<file path="src/rtl/lsu_pkg.sv">
// Shared definitions for the load/store unit: funct3 encodings, FSM states,
// default memory depth and the request legality check.
package lsu_pkg;

   localparam int unsigned MEM_WORDS_DEFAULT = 4096;

   localparam logic [2:0] F3_B  = 3'b000;
   localparam logic [2:0] F3_H  = 3'b001;
   localparam logic [2:0] F3_W  = 3'b010;
   localparam logic [2:0] F3_BU = 3'b100;
   localparam logic [2:0] F3_HU = 3'b101;

   typedef enum logic [1:0] {IDLE, RD, WR, RESP} lsu_state_t;

   // Illegal encoding, misalignment or an address beyond the memory depth.
   function automatic logic req_err(input logic        we,
                                    input logic [2:0]  funct3,
                                    input logic [31:0] addr,
                                    input int unsigned mem_words);
      logic illegal;
      logic misaligned;
      logic out_of_range;
      illegal      = we ? (funct3 > F3_W)
                        : (funct3 == 3'b011 || funct3 == 3'b110 || funct3 == 3'b111);
      misaligned   = (funct3[1:0] == 2'b01 && addr[0]) ||
                     (funct3[1:0] == 2'b10 && addr[1:0] != 2'b00);
      out_of_range = {2'b00, addr[31:2]} >= mem_words;
      return illegal | misaligned | out_of_range;
   endfunction

endpackage

</file>
<file path="src/rtl/lsu_align.sv">
// Byte-lane steering: load extraction with sign/zero extension, and the
// store merge of new lane(s) into the word read back from memory.
module lsu_align
   import lsu_pkg::*;
(
   input  logic [2:0]  funct3_i,
   input  logic [1:0]  lane_i,
   input  logic [31:0] rdata_i,
   input  logic [31:0] wdata_i,
   output logic [31:0] load_data_o,
   output logic [31:0] store_data_o
);

   logic [7:0]  byte_sel;
   logic [15:0] half_sel;

   always_comb begin
      byte_sel = rdata_i[{lane_i, 3'b000} +: 8];
      half_sel = rdata_i[{lane_i[1], 4'b0000} +: 16];
      unique case (funct3_i)
         F3_B:    load_data_o = {{24{byte_sel[7]}}, byte_sel};
         F3_H:    load_data_o = {{16{half_sel[15]}}, half_sel};
         F3_BU:   load_data_o = {24'h000000, byte_sel};
         F3_HU:   load_data_o = {16'h0000, half_sel};
         default: load_data_o = rdata_i;
      endcase
   end

   always_comb begin
      store_data_o = rdata_i;
      unique case (funct3_i)
         F3_B:    store_data_o[{lane_i, 3'b000} +: 8]     = wdata_i[7:0];
         F3_H:    store_data_o[{lane_i[1], 4'b0000} +: 16] = wdata_i[15:0];
         default: store_data_o = wdata_i;
      endcase
   end

endmodule

</file>
<file path="src/rtl/load_store_unit.sv">
// RV32I load/store front end for a word-wide Data_Memory: one request in
// flight, sub-word stores done as read-modify-write.
module load_store_unit
   import lsu_pkg::*;
#(
   parameter int unsigned MEM_WORDS = MEM_WORDS_DEFAULT
) (
   input  logic        clk,
   input  logic        rst,
   input  logic        req_valid,
   output logic        req_ready,
   input  logic        req_we,
   input  logic [2:0]  req_funct3,
   input  logic [31:0] req_addr,
   input  logic [31:0] req_wdata,
   output logic        rsp_valid,
   output logic        rsp_err,
   output logic [31:0] rsp_rdata,
   output logic        mem_wr_en,
   output logic        mem_rd_en,
   output logic [31:0] mem_addr,
   output logic [31:0] mem_wdata,
   input  logic [31:0] mem_rdata
);

   lsu_state_t  state_q, state_d;
   logic        we_q;
   logic [2:0]  f3_q;
   logic [31:0] addr_q;
   logic [31:0] wdata_q;
   logic        err_q;
   logic        accept;
   logic [31:0] load_data;
   logic [31:0] store_data;

   assign accept = req_valid && (state_q == IDLE);

   lsu_align u_align (
      .funct3_i     (f3_q),
      .lane_i       (addr_q[1:0]),
      .rdata_i      (mem_rdata),
      .wdata_i      (wdata_q),
      .load_data_o  (load_data),
      .store_data_o (store_data)
   );

   always_ff @(posedge clk or negedge rst) begin
      if (!rst) begin
         state_q <= IDLE;
         we_q    <= 1'b0;
         f3_q    <= '0;
         addr_q  <= '0;
         wdata_q <= '0;
         err_q   <= 1'b0;
      end else begin
         state_q <= state_d;
         if (accept) begin
            we_q    <= req_we;
            f3_q    <= req_funct3;
            addr_q  <= req_addr;
            wdata_q <= req_wdata;
            err_q   <= req_err(req_we, req_funct3, req_addr, MEM_WORDS);
         end
      end
   end

   always_comb begin
      state_d   = state_q;
      req_ready = 1'b0;
      rsp_valid = 1'b0;
      rsp_err   = 1'b0;
      rsp_rdata = '0;
      mem_wr_en = 1'b0;
      mem_rd_en = 1'b0;
      mem_addr  = '0;
      mem_wdata = '0;
      unique case (state_q)
         IDLE: begin
            req_ready = 1'b1;
            if (req_valid) begin
               if (req_err(req_we, req_funct3, req_addr, MEM_WORDS))
                  state_d = RESP;
               else if (req_we && req_funct3 == F3_W)
                  state_d = WR;
               else
                  state_d = RD;
            end
         end
         RD: begin
            mem_rd_en = 1'b1;
            mem_addr  = {2'b00, addr_q[31:2]};
            state_d   = we_q ? WR : RESP;
         end
         // mem_rdata here is the word fetched in RD; the merge only applies to SB/SH.
         WR: begin
            mem_wr_en = 1'b1;
            mem_addr  = {2'b00, addr_q[31:2]};
            mem_wdata = store_data;
            state_d   = RESP;
         end
         RESP: begin
            rsp_valid = 1'b1;
            rsp_err   = err_q;
            rsp_rdata = (!we_q && !err_q) ? load_data : '0;
            state_d   = IDLE;
         end
         default: state_d = IDLE;
      endcase
   end

endmodule
</file>
<file path="config.mk">
export PLATFORM = sky130hd
export DESIGN_NAME = load_store_unit
export DESIGN_NICKNAME = d
export VERILOG_FILES = /design/src/rtl/lsu_pkg.sv /design/src/rtl/lsu_align.sv /design/src/rtl/load_store_unit.sv
export SDC_FILE = /design/constraint.sdc
export NUM_CORES = 1
export LEC_CHECK = 0
export CAP_MARGIN = 10
export CORE_ASPECT_RATIO = 1.5
export CORE_MARGIN = 3
export CORE_UTILIZATION = 45
export DETAILED_ROUTE_END_ITERATION = 6
export PLACE_DENSITY = 0.83
export SETUP_SLACK_MARGIN = 0.4
export SLEW_MARGIN = 20
export SYNTH_ARGS = -nofsm -noshare
export SYNTH_HDL_FRONTEND = slang
export SYNTH_SLANG_ARGS = --single-unit
export TNS_END_PERCENT = 20
</file>
<file path="constraint.sdc">
create_clock -name clk -period 4 [get_ports clk]
set_input_delay 0.8 -clock clk [delete_from_list [all_inputs] [get_ports clk]]
set_output_delay 0.8 -clock clk [all_outputs]
set_load 0.03 [all_outputs]
</file>
==> key figures <==
Floorplanning
  – I/O pin total: just over 200
  – Chip Height: approximately 130 um
  – Initial cell density of the core: 46.73%
  – Die width: about 90 um
  – Die Area: ~0.012 sq mm
  – FP Rows: 45
  – Core ar.: roughly 0.01 sq mm

STA
  – Final min period: 3.814 ns
  – Worst-Margin Slew: 0.8978 ns
  – Setup violators final: 0
  – Setup TNS: 0 ns
  – RSZ-0062 raised after global routing: yes
  – Endpoints failing hold: 0
  – Max Freq: between 200 and 300 MHz
  – Relative slew slack: 40.15%
  – Fin. max-slew vios: 0
  – Final Skew: 0.005148 ns
  – Final worst path period share: between 90% and 100%

Cells and area
  – Diode count: 0
  – Layout Nets: around 800
  – Finished layout cell area: around 0.007 sq mm
  – Ratio of cells with drive above 1 in the final layout: about a quarter
  – Non-filler instance count after layout: roughly 810
  – Area Growth Syn to Fin: 50.54%

Clock tree
  – CTS tree: yes
  – H-tree depth: 3
  – Clock-pin slew of the registers on the worst-case setup and hold paths: around 0.05 ns
  – # hold bufs at CTS: 0
  – Maximum buffer depth of the clock tree: 2
  – CTS sink cnt: 71
  – Clock Latency Late Sink: between 0.3 and 0.4 ns
  – TritonCTS Buffers: 9
  – Root Buffer: clkbuf_16

Yosys
  – Post-synth top area cell: dfrtp_1
  – Syn. warnings: 0
  – Synth top area share: 37.10%
  – Mapped Area: 0.004788 sq mm
  – Post-Synthesis Cells: about 480
  – Synth cell types: 48
  – Yosys reg bits: between 70 and 80
  – Post-Syn Area per Cell: around 10 sq um
  – Seq/Total Area, Yosys: a little under two fifths
  – Largest cells by area after synthesis: dfrtp_1 (37%), mux2_2 (18%), nand2_1 (4.2%)

Run
  – Max-Cap Viols: 0

Routing
  – Total Wirelength: roughly 16000 um
  – DR vias/cell: between 5 and 6
  – DRT Pass-1 Iters: 5
  – WL/cell: 19.25 um
  – Post-route ant nets: 0
  – Initial DRC count: 300
  – # DRC: 0
  – DR vias: 4637

Critical path
  – Arr. time, crit path: about 3 ns
  – Max FO, Critical Path: 11
  – Crit-path leading delay family: buffers and inverters
  – Worst Setup Start Kind: input pin
  – Cell Chain, Critical Path: clkdlybuf4s50_1, mux4_2, and2_4, o211ai_2, buf_4, nand2_1, clkdlybuf4s50_1
  – Slowest-stage cell, CP: clkdlybuf4s50_1
  – CP Buf/Inv Count: 3
  – Critical path class: in -> out
  – Max incr delay on CP: 0.59 ns
  – Most common cell on crit path: clkdlybuf4s50_1
  – Crit path capture type: output port
  – WP data required: between 3 and 4 ns

Min path
  – Min-delay worst type: reg -> reg

Power
  – Tot Pwr: around 6400 uW
  – Leakage: 0.003085 uW
  – Power per cell area: between 800 and 900 mW/mm^2
  – Peak supply drop: 570.1 uV

Placement
  – PortBufs: 201
  – Placed insts: slightly below 800
  – DP HPWL: approximately 12000 um
  – Post-DP Area: roughly 0.0069 sq mm
  – GP Congestion: 0.9304

GRT
  – Pin count of the biggest net entering global routing: 72
  – Initial antenna violation count: 0
  – Vias in the first global route: between 4k and 5k
  – GRT Total Usage: between 20% and 30%
  – Total grt overflow: 0
  – First-pass GRT wire length: 25060 um

Outcome
  – Status: completed
[logic make-up after synthesis]
| family | after synthesis | synth area share [%] |
|---|---|---|
| flip-flops | 71 | 37.10 |
| AO/OA/AOI/OAI | 109 | 17.51 |
| buffers and inverters | 48 | 4.338 |
| AND/OR/NAND/NOR | 152 | 16.93 |
| adder cells (fa/ha/maj) | 9 | 2.352 |
| other | 1 | 0.07832 |
| multiplexers | 93 | 21.69 |
[final cells by class]
class / instances / area [sq um]
Fill cell: 836 / 3039
Multi-Input combinational cell: 365 / 2823
Timing Repair Buffer: 216 / 2157
Sequential cell: 71 / 1779
Clock buffer: 12 / 236.5
Tap cell: 141 / 176.4
Inverter: 6 / 26.28
Clock inverter: 2 / 10.01
[synthesized netlist by cell type (all sizes together)]
library cell and count:
o311a 9, conb 1, a211oi 3, nor3 8, and3 2, and2 33, nand2 53, a221oi 16
nor2b 13, mux4 1, mux2i 16, clkinv 1, clkbuf 28, a21oi 19, o211ai 2, nor4 6
buf 14, o32ai 1, a21boi 16, nand2b 9, nand3 1, nor4b 1, or2 1, o221a 7
dfrtp 71, o21ai 18, a222oi 8, ha 9, nor2 14, nor4bb 1, and4b 1, mux2 76
a211o 8, inv 5, o22ai 2, nor3b 9
[power breakdown]
| group | leakage, uW | internal (uW) | switching, uW |
|---|---|---|---|
| Sequential | 0.000839 | 1090 | 374 |
| Clock | 0.000122 | 410 | 272 |
| Combinational | 0.00212 | 1940 | 2330 |
| Total | 0.00308 | 3440 | 2970 |
[repair_timing]
action | 4_1_cts | 5_1_grt
buffers inserted | 0 | 3
endpoints found under the setup margin | 48 | 59
pin swaps | 0 | 0
resized for setup | 10 | 12
[per-stage QoR]
stage / setup slack, ns / hold WS, ns / utilization [%]
2_1_floorplan: 0.3786 / 0.4713 / -
3_3_place_gp: 0.2114 / 0.4816 / 67.53
3_5_place_dp: 0.1609 / 0.4857 / 67.53
4_1_cts: 0.1793 / 0.4968 / 69.84
5_1_grt: 0.08219 / 0.5089 / 70.34
6_report: 0.1859 / 0.4968 / 70.34
[final timing paths]
kind	start	to	slack, ns	cells after the start
max	mem_rdata[23]	rsp_rdata[31]	0.19	7
min	addr_q[31]	addr_q[31]	0.50	1
max reg2reg	state_q[0]	state_q[0]	1.75	6
min reg2reg	addr_q[31]	addr_q[31]	0.50	1
max in group asynchronous	rst	addr_q[1]	2.76	1
min in group asynchronous	rst	addr_q[9]	0.61	1
[per-layer routing]
metal	track usage, %	vias to the layer above	part of all wire [%]
li1	-	2142	-
met1	27.22	2240	35
met2	46.82	208	53
met3	7.082	47	7.7
met4	14.05	0	4.6
met5	0	-	0
[cell usage in the layout (no fill, tap or decap), types with 16 or more instances in the layout]
| master | count |
|---|---|
| mux2_2 | 76 |
| o21ai_0 | 17 |
| clkdlybuf4s50_1 | 154 |
| a21oi_1 | 19 |
| nand2_1 | 52 |
| mux2i_1 | 16 |
| buf_4 | 41 |
| and2_1 | 31 |
| dfrtp_1 | 69 |
| a221oi_1 | 16 |
[registers in the layout, summed over array words and instances, names as in the netlist]
register and cells:
addr_q 32, err_q 1, state_q 2, wdata_q 32, f3_q 3, we_q 1
Power figures use the tool's default switching activity.
